===== src/rtl/ghash_digit_serial_core_if.sv =====
// Block/key handshake bundle between the GCM framing logic and the GHASH core.
interface ghash_digit_serial_core_if #(
    parameter int NB_DATA = 128
);
    logic               i_valid_key;
    logic [NB_DATA-1:0] i_key_h;
    logic               i_valid;
    logic [NB_DATA-1:0] i_data;
    logic               i_sop;
    logic               i_eop;
    logic               o_ready;
    logic               o_valid;
    logic               o_last;
    logic [NB_DATA-1:0] o_ghash;

    modport master (
        output i_valid_key, i_key_h, i_valid, i_data, i_sop, i_eop,
        input  o_ready, o_valid, o_last, o_ghash
    );

    modport slave (
        input  i_valid_key, i_key_h, i_valid, i_data, i_sop, i_eop,
        output o_ready, o_valid, o_last, o_ghash
    );
endinterface


===== src/rtl/ghash_digit_serial_core.sv =====
// Digit-serial GHASH accumulator: Y_i = (Y_{i-1} ^ X_i) * H over GF(2^128),
// consuming NB_DIGIT multiplier bits per clock.
module ghash_digit_serial_core #(
    parameter int NB_DATA  = 128,
    parameter int NB_DIGIT = 8
) (
    input  logic                       i_clock,
    input  logic                       i_reset,
    ghash_digit_serial_core_if.slave   bus
);
    // Unsupported geometry: the core never accepts a block.
    localparam bit BAD_CONF = (NB_DATA != 128) || (NB_DIGIT <= 0) ||
                              ((NB_DATA % NB_DIGIT) != 0);
    localparam int N_DIGITS = (NB_DIGIT > 0) ? NB_DATA / NB_DIGIT : 1;
    localparam int CNT_W    = (N_DIGITS > 1) ? $clog2(N_DIGITS) : 1;
    localparam logic [CNT_W-1:0] LAST_CNT = CNT_W'(N_DIGITS - 1);
    // Reduction constant for x^128 + x^7 + x^2 + x + 1 in GCM bit order.
    localparam logic [NB_DATA-1:0] R = {8'he1, {(NB_DATA-8){1'b0}}};

    typedef enum logic {IDLE, BUSY} state_t;

    state_t             state;
    logic [NB_DATA-1:0] h;
    logic [NB_DATA-1:0] acc;
    logic [NB_DATA-1:0] a_reg;
    logic [NB_DATA-1:0] z;
    logic [NB_DATA-1:0] v;
    logic [CNT_W-1:0]   cnt;
    logic               eop_flag;
    logic               valid_q;
    logic               last_q;
    logic [NB_DATA-1:0] ghash_q;
    logic [NB_DATA-1:0] z_next;
    logic [NB_DATA-1:0] v_next;

    // Key load has priority over a block, so ready drops while a key is offered.
    assign bus.o_ready = (state == IDLE) && !bus.i_valid_key && !BAD_CONF;
    assign bus.o_valid = valid_q;
    assign bus.o_last  = last_q;
    assign bus.o_ghash = ghash_q;

    // NB_DIGIT chained shift-and-add steps over the top bits of a_reg (MSB first).
    always_comb begin
        z_next = z;
        v_next = v;
        for (int i = 0; i < NB_DIGIT; i++) begin
            if (a_reg[NB_DATA-1-i])
                z_next = z_next ^ v_next;
            v_next = v_next[0] ? ((v_next >> 1) ^ R) : (v_next >> 1);
        end
    end

    // Control FSM and datapath registers; outputs are registered.
    always_ff @(posedge i_clock or posedge i_reset) begin
        if (i_reset) begin
            state    <= IDLE;
            h        <= '0;
            acc      <= '0;
            a_reg    <= '0;
            z        <= '0;
            v        <= '0;
            cnt      <= '0;
            eop_flag <= 1'b0;
            valid_q  <= 1'b0;
            last_q   <= 1'b0;
            ghash_q  <= '0;
        end else begin
            valid_q <= 1'b0;
            last_q  <= 1'b0;
            case (state)
                IDLE: begin
                    if (bus.i_valid_key) begin
                        h <= bus.i_key_h;
                    end else if (bus.i_valid && !BAD_CONF) begin
                        a_reg    <= (bus.i_sop ? '0 : acc) ^ bus.i_data;
                        z        <= '0;
                        v        <= h;
                        cnt      <= '0;
                        eop_flag <= bus.i_eop;
                        state    <= BUSY;
                    end
                end
                BUSY: begin
                    a_reg <= a_reg << NB_DIGIT;
                    z     <= z_next;
                    v     <= v_next;
                    cnt   <= cnt + CNT_W'(1);
                    if (cnt == LAST_CNT) begin
                        acc     <= z_next;
                        ghash_q <= z_next;
                        valid_q <= 1'b1;
                        last_q  <= eop_flag;
                        state   <= IDLE;
                    end
                end
                default: state <= IDLE;
            endcase
        end
    end
endmodule


===== src/flat_wrapper.sv =====
// flat-port wrapper written by rule: the top's interface ports become plain ports
module ghash_digit_serial_core_flat 
#(
    parameter int NB_DATA  = 128,
    parameter int NB_DIGIT = 8
)
  (i_clock, i_reset, bus_i_valid_key, bus_i_key_h, bus_i_valid, bus_i_data, bus_i_sop, bus_i_eop, bus_o_ready, bus_o_valid, bus_o_last, bus_o_ghash);
  ghash_digit_serial_core_if #(.NB_DATA(NB_DATA)) bus_i ();
  input  logic i_clock;
  input  logic i_reset;
  input wire logic [$bits(bus_i.i_valid_key)-1:0] bus_i_valid_key;
  input wire logic [$bits(bus_i.i_key_h)-1:0] bus_i_key_h;
  input wire logic [$bits(bus_i.i_valid)-1:0] bus_i_valid;
  input wire logic [$bits(bus_i.i_data)-1:0] bus_i_data;
  input wire logic [$bits(bus_i.i_sop)-1:0] bus_i_sop;
  input wire logic [$bits(bus_i.i_eop)-1:0] bus_i_eop;
  output wire logic [$bits(bus_i.o_ready)-1:0] bus_o_ready;
  output wire logic [$bits(bus_i.o_valid)-1:0] bus_o_valid;
  output wire logic [$bits(bus_i.o_last)-1:0] bus_o_last;
  output wire logic [$bits(bus_i.o_ghash)-1:0] bus_o_ghash;
  assign bus_i.i_valid_key = bus_i_valid_key;
  assign bus_i.i_key_h = bus_i_key_h;
  assign bus_i.i_valid = bus_i_valid;
  assign bus_i.i_data = bus_i_data;
  assign bus_i.i_sop = bus_i_sop;
  assign bus_i.i_eop = bus_i_eop;
  assign bus_o_ready = bus_i.o_ready;
  assign bus_o_valid = bus_i.o_valid;
  assign bus_o_last = bus_i.o_last;
  assign bus_o_ghash = bus_i.o_ghash;
  ghash_digit_serial_core #(.NB_DATA(NB_DATA), .NB_DIGIT(NB_DIGIT)) u_core (.i_clock(i_clock), .i_reset(i_reset), .bus(bus_i));
endmodule

===== config.mk =====
export PLATFORM = sky130hd
export DESIGN_NAME = ghash_digit_serial_core_flat
export DESIGN_NICKNAME = d
export VERILOG_FILES = /design/src/rtl/ghash_digit_serial_core_if.sv /design/src/rtl/ghash_digit_serial_core.sv /design/src/flat_wrapper.sv
export SDC_FILE = /design/constraint.sdc
export NUM_CORES = 2
export LEC_CHECK = 0
export CAP_MARGIN = 20
export CORE_ASPECT_RATIO = 0.6
export CORE_MARGIN = 4
export CORE_UTILIZATION = 64
export DETAILED_ROUTE_END_ITERATION = 7
export GPL_TIMING_DRIVEN = 0
export PLACE_DENSITY = 0.88
export SETUP_SLACK_MARGIN = 0.4
export SYNTH_ARGS = -nofsm -noshare
export SYNTH_HDL_FRONTEND = slang
export SYNTH_SLANG_ARGS = --single-unit

===== constraint.sdc =====
create_clock -name i_clock -period 44 [get_ports i_clock]
set_input_delay 4.4 -clock i_clock [delete_from_list [all_inputs] [get_ports i_clock]]
set_output_delay 4.4 -clock i_clock [all_outputs]
set_load 0.05 [all_outputs]

After elaboration in Yosys (flattened, before gate mapping)
Cells that the tools add are included.
- add/sub/neg operators: 1
- eq/ne operators: 3
- multiplexer cells: 37
- bitwise gates (word level): 19
- reductions and logical operators: 6
- operator list (operator ; number):
    $mux W128 ; 23
    $xor A128 B128 Y128 ; 9
    $pmux W128 S2 ; 3
    $not A3 Y4 ; 8
    $mux W4 ; 2
    $pmux W4 S2 ; 1
    $mux W1 ; 7
    $reduce_and A2 Y1 ; 3
    $add A4 B1 Y4 const B ; 1
    $eq A4 B4 Y1 const B ; 1
    $ne A2 B2 Y1 const B ; 2
    $reduce_and A3 Y1 ; 1
    $not A1 Y1 ; 2
    $pmux W1 S2 ; 1
    $logic_and A1 B1 Y1 ; 1
    $logic_not A1 Y1 ; 1
- register bits: 648
- bits of input ports: 262
- output and inout bits: 131
- word-level logic and storage cells: 76

Logic depth before layout (Yosys ltp)
- depth after elaboration: 17
- mapped depth: 9
- mapped depth without buffers: 6

Least setup slack after synthesis
OpenSTA, ideal clock, no wires.
- kind: in2out
- start: in bus_i_valid_key
- end: out bus_o_ready
- data arrival time: 5.045 ns
- data required time: 39.600 ns
- slack: 34.555 ns
- stages on the path: 1
- path buffers: 0
- cells stage by stage: nor2_1
- longest elaborated chain between the ends: 2
- RTL lines (item ; RTL line ; RTL):
    from (decl) ; flat_wrapper.sv:11 ; input wire logic [$bits(bus_i.i_valid_key)-1:0] bus_i_valid_key;
    $logic_not A1 Y1 ; ghash_digit_serial_core.sv:37 ; assign bus.o_ready = (state == IDLE) && !bus.i_valid_key && !BAD_CONF;
    $logic_and A1 B1 Y1 ; ghash_digit_serial_core.sv:37 ;
    to (decl) ; flat_wrapper.sv:17 ; output wire logic [$bits(bus_i.o_ready)-1:0] bus_o_ready;
No other way between the ends.

Worst setup path in the final report
Ends and elaborated chain as after synthesis.

==> impl_metrics.csv <==
group,metric,value,unit
timing,fin_setup_tns,0,ns
synthesis,yosysMostFrequentCell,"nand2_1",
synthesis,avgSynthCellArea,8.56,um2
die,rows,72,
timing,tightest_slew,1.23,ns
cts,cts-resized-gates,0,
synthesis,netlist_instances,4946,
setup_path,required,39.60,ns
route,avgViaCountPerCell,5.98,
final_layout,nets,5673,
timing,slew_headroom,17.8,%
setup_path,startpoint_type,"input port",
cts,cts_tree,"built",
cts,post_cts_buffers,0,
placement,dp_hpwl,106,mm
synthesis,synth_area_leaders,"dfrtp_1 38%, xnor2_1 20%, nand2_1 13%",
synthesis,async_flop_share,100,%
placement,gp_routability_congestion,0.991,
placement,place_area,47600,um2
final_layout,synthToLayoutAreaGrowth,17.0,%
synthesis,ys_top_cells_by_count,"1513 x nand2_1, 990 x xnor2_1, 648 x dfrtp_1",
timing,skew,0.0246,ns
route,vias,37900,
global_routing,grt_pass1_wl,218,mm
timing,finalHoldViolations,0,
timing,drv_slew,0,
synthesis,yosys.area.top_type,"dfrtp_1",
route,first_pass_iters,8,
setup_path,arrival,5.87,ns
route,postRouteAntennaNets,0,
final_layout,final_util,76.3,%
cts,htree_num_levels,2,
min_path,holdCritPathClass,"register to register",
global_routing,grt_pass1_vias,36800,
setup_path,worstSetupPathType,"input port to output port",
synthesis,yosysSeqAreaShare,38.3,%
route,drtIter0Drc,5205,
final_layout,fillers,4564,
die,die_w,340,um
cts,clk_latency,0.67,ns
pwr,ir_worst_vdd,0.0612,mV
synthesis,ys_types,37,
setup_path,path_max_fanout,4,
synthesis,syn-cell-area,42400,um2
synthesis,ys_warn_count,0,
cts,cts-root-buf,"clkbuf_16",
cts,cts.sinks,648,
synthesis,ys.flop_type,"dfrtp_1",
final_layout,final_layout_size_suffix_gt1_share,6.45,%
cts,clk_pin_slew,0.07,ns
global_routing,grt_start_max_net_pins,130,
timing,timing.fmax,97.4,MHz
pwr,p_leak,19.7,nW
global_routing,antenna_found_initial,4,
timing,period_share,23.3,%
synthesis,synth_edf_count,0,
synthesis,yosys_register_bits,648,
die,initial_core_util,65.2,%
timing,final.min_clock_period,10.27,ns
route,drt-total-wl,145,mm
route,drcViolationCount,1,
synthesis,syn-num-nets,5209,
global_routing,overflow,0,
pwr,cellPowerDensity,91.5,nW/um2
cts,cts_hold_buf,0,
status,status,"finished with violations",
cts,cts_buffers,58,
final_layout,final_area,49600,um2
die,ios,393,
flow_run,maxCapViolCount,0,
die,core_area,65000,um2
timing,rsz0062_at_grt,"false",
placement,portBuffers,391,
cts,cts_buffer_depth,3,
die,fp.dieH,207,um
synthesis,synth_top_area_share,38.3,%
timing,setup_viol,0,
global_routing,track_usage,39.8,%
die,dieArea,70500,um2
status,violations,"DRC",
setup_path,endpoint_kind,"output port",
route,wire_per_inst,22.8,um
worst paths after layout:
check	endpoint	depth (start not counted)	slack, ns	startpoint
min in group asynchronous	u_core.a_reg[77]	2	4.23	i_reset
worst max register to register	u_core.acc[21]	8	40.36	u_core.cnt[0]
worst max-delay path	bus_o_ready	3	33.73	bus_i_valid_key
worst min-delay path	u_core.bus.o_last	1	0.48	u_core.eop_flag
max in group asynchronous	u_core.h[3]	5	37.64	i_reset
worst min register to register	u_core.bus.o_last	1	0.48	u_core.eop_flag
layout by cell type (no fill, tap or decap), drive strengths merged, types with 8 or more instances in the layout:
cell           instances
clkinv                13
xnor2                994
clkbuf               287
nor2b                134
clkdlybuf4s50        391
mux2i                264
mux2                 131
buf                  232
o21ai                377
xor2                 163
nand2               1513
nor2                 132
a211oi                 8
xnor3                  8
dfrtp                648
a21oi                129
routing by layer:
layer | global-route usage, % | share of wire (%) | vias to the layer above
met1 | 56.6 | 40 | 18200
met4 | 16.6 | 4.7 | 4
met2 | 55.4 | 40 | 2767
met3 | 13.7 | 15 | 482
met5 | 0.538 | 0.048 | -
li1 | - | - | 16500
power by group:
part / switching (mW) / total, mW / internal [mW] / leakage, nW
clock network: 0.246 / 0.533 / 0.287 / 0.938
logic: 1.78 / 2.90 / 1.12 / 10.7
registers: 0.203 / 1.10 / 0.894 / 8.08
critical path, stage by stage:
cell and delay [ns]:
clkdlybuf4s50_1 0.53, nor2_1 0.13, clkdlybuf4s50_1 0.82
layout make-up:
| type | count | area, um2 | area share (%) |
|---|---|---|---|
| multi-input combinational | 3870 | 24300 | 49.0 |
| sequential | 648 | 16200 | 32.7 |
| timing repair buffer | 404 | 4170 | 8.42 |
| buffer | 425 | 1820 | 3.66 |
| clock buffer | 81 | 1660 | 3.35 |
| tap | 888 | 1110 | 2.24 |
| clock inverter | 25 | 258 | 0.520 |
| inverter | 3 | 18.8 | 0.0379 |
| antenna | 3 | 7.51 | 0.0151 |
logic make-up (layout without fill, tap and decap cells):
family | count (synthesis) | in the layout | share of synthesized area, %
xor gates and xnor gates | 1165 | 1165 | 24.7
adders and majority gates | 1 | 1 | 0.0295
buffers and inverters | 428 | 938 | 4.31
muxes | 395 | 395 | 9.72
and+or+nand+nor | 1787 | 1787 | 16.7
other | 0 | 3 | 0
DFF | 648 | 648 | 38.3
AOI/OAI and AO/OA | 522 | 522 | 6.28
metrics by stage:
step	cells	worst slack, ns	power [mW]	hold WS (ns)
2_1_floorplan	4946	21.44	3.07	0.449
3_3_place_gp	6225	14.29	3.77	0.459
3_5_place_dp	6237	33.75	3.88	0.463
4_1_cts	6343	33.75	4.43	0.478
5_1_grt	6344	33.69	4.73	0.506
6_report	6347	33.73	4.53	0.482
Note: power is estimated with default switching activity, not from simulation.
